[config.mk]
export PLATFORM = sky130hd
export DESIGN_NAME = cordic_vectoring
export DESIGN_NICKNAME = d
export VERILOG_FILES = /design/src/rtl/cordic_pkg.sv /design/src/rtl/cordic_atan_rom.sv /design/src/rtl/cordic_vectoring.sv
export SDC_FILE = /design/constraint.sdc
export NUM_CORES = 1
export LEC_CHECK = 0
export BUFFER_PORTS_ARGS = -buffer_cell sky130_fd_sc_hd__buf_2
export CORE_MARGIN = 5
export CORE_UTILIZATION = 53
export CTS_CLUSTER_DIAMETER = 120
export DETAILED_ROUTE_END_ITERATION = 6
export PLACE_DENSITY = 0.72
export SLEW_MARGIN = 0
export SYNTH_ARGS = -nofsm -noshare
export SYNTH_HDL_FRONTEND = slang
export SYNTH_SLANG_ARGS = --single-unit
[constraint.sdc]
create_clock -name clk -period 7.36 [get_ports clk]
set_clock_uncertainty 0.15 [all_clocks]
set_input_delay 0.368 -clock clk [delete_from_list [all_inputs] [get_ports clk]]
set_output_delay 0.368 -clock clk [all_outputs]
set_load 0.01 [all_outputs]
[src/rtl/cordic_pkg.sv]
// rtl/cordic_pkg.sv - shared CORDIC widths, arctangent table, FSM states and angle constants
package cordic_pkg;

  localparam int W_IN    = 19;
  localparam int W_Z     = 9;
  localparam int N_ITER  = 8;
  localparam int ANG_180 = 256;

  // Binary-angle arctangents (512 units per turn); element 0 is atan(2^0).
  localparam logic [N_ITER-1:0][W_Z-1:0] ATAN_TAB = {
    9'd1, 9'd1, 9'd3, 9'd5, 9'd10, 9'd20, 9'd38, 9'd64
  };

  typedef enum logic [1:0] {
    IDLE,
    ITER,
    DONE
  } cordic_state_e;

endpackage

[src/rtl/cordic_atan_rom.sv]
// rtl/cordic_atan_rom.sv - combinational arctangent lookup by micro-rotation index
module cordic_atan_rom
  import cordic_pkg::*;
(
  input  logic [2:0]     idx_i,
  output logic [W_Z-1:0] atan_o
);

  assign atan_o = ATAN_TAB[idx_i];

endmodule

[src/rtl/cordic_vectoring.sv]
// rtl/cordic_vectoring.sv - iterative vectoring-mode CORDIC returning angle and scaled magnitude
module cordic_vectoring
  import cordic_pkg::*;
#(
  parameter int W_IN   = cordic_pkg::W_IN,
  parameter int W_Z    = cordic_pkg::W_Z,
  parameter int N_ITER = cordic_pkg::N_ITER
) (
  input  logic                   clk,
  input  logic                   reset,
  input  logic                   in_valid,
  output logic                   in_ready,
  input  logic signed [W_IN-1:0] in_x,
  input  logic signed [W_IN-1:0] in_y,
  output logic                   out_valid,
  input  logic                   out_ready,
  output logic signed [W_Z-1:0]  out_z,
  output logic signed [W_IN+1:0] out_mag,
  output logic                   out_zero
);

  localparam int W = W_IN + 2;
  localparam logic [2:0] LAST = 3'(N_ITER - 1);

  cordic_state_e state_q, state_d;
  logic signed [W-1:0]   x_q, x_d, y_q, y_d;
  logic signed [W_Z-1:0] z_q, z_d;
  logic [2:0]            i_q, i_d;
  logic                  zero_q, zero_d;
  logic signed [W_Z-1:0] out_z_q, out_z_d;
  logic signed [W-1:0]   out_mag_q, out_mag_d;
  logic                  out_zero_q, out_zero_d;

  logic [W_Z-1:0]        atan;
  logic signed [W-1:0]   ext_x, ext_y, x_sh, y_sh, x_it, y_it;
  logic signed [W_Z-1:0] z_it;

  cordic_atan_rom u_atan_rom (
    .idx_i  (i_q),
    .atan_o (atan)
  );

  assign ext_x = {{2{in_x[W_IN-1]}}, in_x};
  assign ext_y = {{2{in_y[W_IN-1]}}, in_y};

  // One micro-rotation from the current register values; x and y both use pre-update operands.
  assign x_sh = x_q >>> i_q;
  assign y_sh = y_q >>> i_q;
  assign x_it = y_q[W-1] ? (x_q - y_sh) : (x_q + y_sh);
  assign y_it = y_q[W-1] ? (y_q + x_sh) : (y_q - x_sh);
  assign z_it = y_q[W-1] ? (z_q - $signed(W_Z'(atan))) : (z_q + $signed(W_Z'(atan)));

  always_comb begin
    state_d    = state_q;
    x_d        = x_q;
    y_d        = y_q;
    z_d        = z_q;
    i_d        = i_q;
    zero_d     = zero_q;
    out_z_d    = out_z_q;
    out_mag_d  = out_mag_q;
    out_zero_d = out_zero_q;
    unique case (state_q)
      IDLE: begin
        if (in_valid) begin
          // Left half-plane vectors are flipped by 180 degrees so the iterations converge.
          if (in_x[W_IN-1]) begin
            x_d = -ext_x;
            y_d = -ext_y;
            z_d = W_Z'(ANG_180);
          end else begin
            x_d = ext_x;
            y_d = ext_y;
            z_d = '0;
          end
          i_d     = '0;
          zero_d  = (in_x == '0) && (in_y == '0);
          state_d = ITER;
        end
      end
      ITER: begin
        x_d = x_it;
        y_d = y_it;
        z_d = z_it;
        i_d = i_q + 3'd1;
        if (i_q == LAST) begin
          state_d    = DONE;
          out_z_d    = zero_q ? '0 : z_it;
          out_mag_d  = zero_q ? '0 : x_it;
          out_zero_d = zero_q;
        end
      end
      DONE: begin
        if (out_ready) state_d = IDLE;
      end
      default: state_d = IDLE;
    endcase
  end

  always_ff @(posedge clk) begin
    if (reset) begin
      state_q    <= IDLE;
      x_q        <= '0;
      y_q        <= '0;
      z_q        <= '0;
      i_q        <= '0;
      zero_q     <= 1'b0;
      out_z_q    <= '0;
      out_mag_q  <= '0;
      out_zero_q <= 1'b0;
    end else begin
      state_q    <= state_d;
      x_q        <= x_d;
      y_q        <= y_d;
      z_q        <= z_d;
      i_q        <= i_d;
      zero_q     <= zero_d;
      out_z_q    <= out_z_d;
      out_mag_q  <= out_mag_d;
      out_zero_q <= out_zero_d;
    end
  end

  assign in_ready  = (state_q == IDLE);
  assign out_valid = (state_q == DONE);
  assign out_z     = out_z_q;
  assign out_mag   = out_mag_q;
  assign out_zero  = out_zero_q;

endmodule

==> flow_metrics.tcl <==
set metrics [dict create \
    cts_setup_buffers 0 \
    period_share_pct 71.9 \
    synth_area_um2 9430 \
    clock_path_buffers 2 \
    grt_max_degree 59 \
    synth_seq_cells 95 \
    cp_top_family "compound AO/OA/AOI/OAI gates" \
    peakVddDrop_mv 0.165 \
    gr-total-overflow 0 \
    drive_gt1_share_pct 13.2 \
    dr.pass1.iters 5 \
    crit_required_ns 7.46 \
    wl_met2_um 12500 \
    diodes 0 \
    htreeDepth 3 \
    avgSynthCellArea_um2 7.90 \
    p_leak_nw 4.09 \
    final_cell_mix "nor2_1, a21oi_1, dfxtp_1" \
    routed_wl_um 25600 \
    power_density_nw_per_um2 334 \
    met1Wirelength_um 11400 \
    antenna_found_initial 0 \
    ctsResizeCount 0 \
    crit_path_start_kind "register" \
    cts_tree "yes" \
    worstPathMaxFanout 42 \
    dr_total_vias 9023 \
    synthDistinctLibCells 80 \
    cts_buffers 9 \
    rsz0062_at_grt "no" \
    wl_per_cell_um 17.7 \
    critPathMaxStageDelay_ns 1.00 \
    synth_enable_flop_cells 0 \
    max_freq_mhz 189 \
    crit_top_cell "nor2_1" \
    clock-sinks 95 \
    routed_via_density 6.23 \
    postRouteAntennaNets 0 \
    crit_chain "buf_4, mux4_1, mux2_2, nor2_1, o21ai_0, nor2_1, nor2_1, xnor2_1, ha_1, nand2_1, o31ai_1, a211o_1, a21o_1, a21oi_1, mux2i_1, a2111oi_0" \
    synth_nets 1298 \
    slew_headroom_pct 32.9 \
    min_period_ns 5.29 \
    pwr-share-clk_pct 13.8 \
    path_buf_inv 1 \
    die_y_um 143 \
    die_w_um 143 \
    highest_layer "met4" \
    swShare_pct 47.7 \
    final_common_cell "nor2_1" \
    track_usage_pct 24.9 \
    drt_iter0_markers 794 \
    setup_viol 0 \
    drcViolationCount 0 \
    start_util_pct 54.3 \
    p_seq_share_pct 21.9 \
    cts_root_buf "clkbuf_16" \
    finalHoldViolations 0 \
    final_net_count 1323 \
    p_sw_w 0.00161 \
    drv_slew 0 \
    whs_ns 0.117 \
    grt_pass1_vias 8398 \
    outcome "finished, final reports clean" \
    pin_count 75 \
    core_area_um2 17400 \
    syn_inst 1194 \
    worstMarginPinSlew_ns 1.01 \
    die_area_um2 20600 \
    synth-warning-count 0 \
    rows 48 \
    gp_congestion 0.890 \
    tns_ns 0 \
    hold_path.class "input pin to register" \
    syn_to_final_growth_pct 7.46 \
    maxCapViolCount 0 \
    worstSetupEndpointType "register" \
    synthArstFlopShare_pct 0 \
    clock_latency_ns 0.36 \
    cts-hold-fix-buffers 0 \
    synth-seq-area-share_pct 20.2 \
    io_buffers 74 \
    comb_power_share_pct 64.3 \
    grt_pass1_wl_um 41900 \
    wl_met3_um 1260 \
    crit_path_top_delay_cell "dfxtp_2" \
    clk_pin_slew_worst_paths_ns 0.08 \
    internal_power_w 0.00177 \
    crit_type "register to register" \
    synth_ff_type "dfxtp_1" \
    place_hpwl_um 19000 \
    worst_ep_arrival_time_ns 5.39 \
]
==> kinds of logic (layout without fill, tap and decap cells) <==
family	Yosys count	count (layout)	share of synthesized area, %
xor gates and xnor gates	110	110	10.2
and+or+nand+nor	396	396	19.7
buffers and inverters	114	144	5.20
AOI/OAI and AO/OA	343	343	23.8
DFF	95	95	20.2
muxes	74	74	12.4
adders and majority gates	62	62	8.47
==> sequential cells by signal (all words and copies together) (netlist names) <==
register,flops
y_q,21
out_mag,21
state_q,2
out_zero,1
z_q,9
zero_q,1
atan,7
x_q,21
out_z,9
i_q,3
==> power by group through the flow <==
stage	clock network [W]	registers, W	logic (W)
2_1_floorplan	0	0.000667	0.00178
3_3_place_gp	0	0.000745	0.00212
3_5_place_dp	0	0.000747	0.00215
4_1_cts	0.000476	0.000736	0.00217
5_1_grt	0.000500	0.000752	0.00241
6_report	0.000466	0.000742	0.00218
==> final cells by class <==
class,instances,area (µm²)
clock inverters,5,50.0
well taps,225,282
multi-input cells,985,7040
repair buffers,86,460
clock buffers,11,233
inverters,42,158
fillers,1596,7230
flip-flops and latches,95,1910
==> per-stage QoR <==
stage                     power [W]  cells  cell area (µm²)  setup slack, ns  util, %
after detailed placement    0.00289   1433             9850             2.12     56.7
after global routing        0.00366   1449            10100             1.59     58.4
after floorplan             0.00244   1194             9430             2.65        -
after global placement      0.00287   1433             9850             2.21     56.7
after CTS                   0.00338   1449            10100             2.08     58.4
final                       0.00338   1449            10100             2.07     58.4
==> layer usage <==
metal	track usage, %	vias up
li1	-	4450
met1	33.1	4291
met2	42.3	244
met3	3.96	38
met4	6.59	0
met5	0	-
==> tightest hold or removal path: stages <==
cell,delay (ns)
buf_2,0.07
nand2b_1,0.08
a21oi_1,0.06
==> synth_stat cells, types with 9 or more instances <==
master	count	area share, %
xnor2_1	61	5.7
mux2_2	14	1.7
nor2b_1	13	0.86
a31oi_1	22	1.5
nor3_1	33	1.8
dfxtp_1	95	20
o211ai_1	9	0.72
o22ai_1	16	1.1
clkbuf_1	46	1.8
a2111oi_0	15	1.4
mux4_2	18	4.3
a211oi_1	21	1.7
inv_1	39	1.6
o21a_1	12	0.96
nand3_1	25	1.3
buf_1	11	0.44
a21oi_1	101	5.4
a22oi_1	20	1.6
mux2i_1	27	2.9
o21ai_0	50	2.7
xor2_1	49	4.6
a21o_1	9	0.72
nand2b_1	15	1.0
nor2_1	161	6.4
mux4_1	9	2.5
or3_1	17	1.1
nand2_1	83	3.3
o31ai_1	11	0.88
ha_1	59	7.8
==> worst paths after layout <==
check / from / endpoint / slack (ns) / cells past startpoint
worst max-delay path: i_q[0]$_SDFFE_PP0P_ / y_q[19]$_SDFFE_PP0P_ / 2.07 / 16
worst max register to register: i_q[0]$_SDFFE_PP0P_ / y_q[19]$_SDFFE_PP0P_ / 2.07 / 16
worst min register to register: out_z[7]$_SDFFE_PP0P_ / out_z[7]$_SDFFE_PP0P_ / 0.31 / 2
worst min-delay path: out_ready / state_q[1]$_SDFFE_PP0P_ / 0.12 / 3
Note: power is estimated with default switching activity, not from simulation.
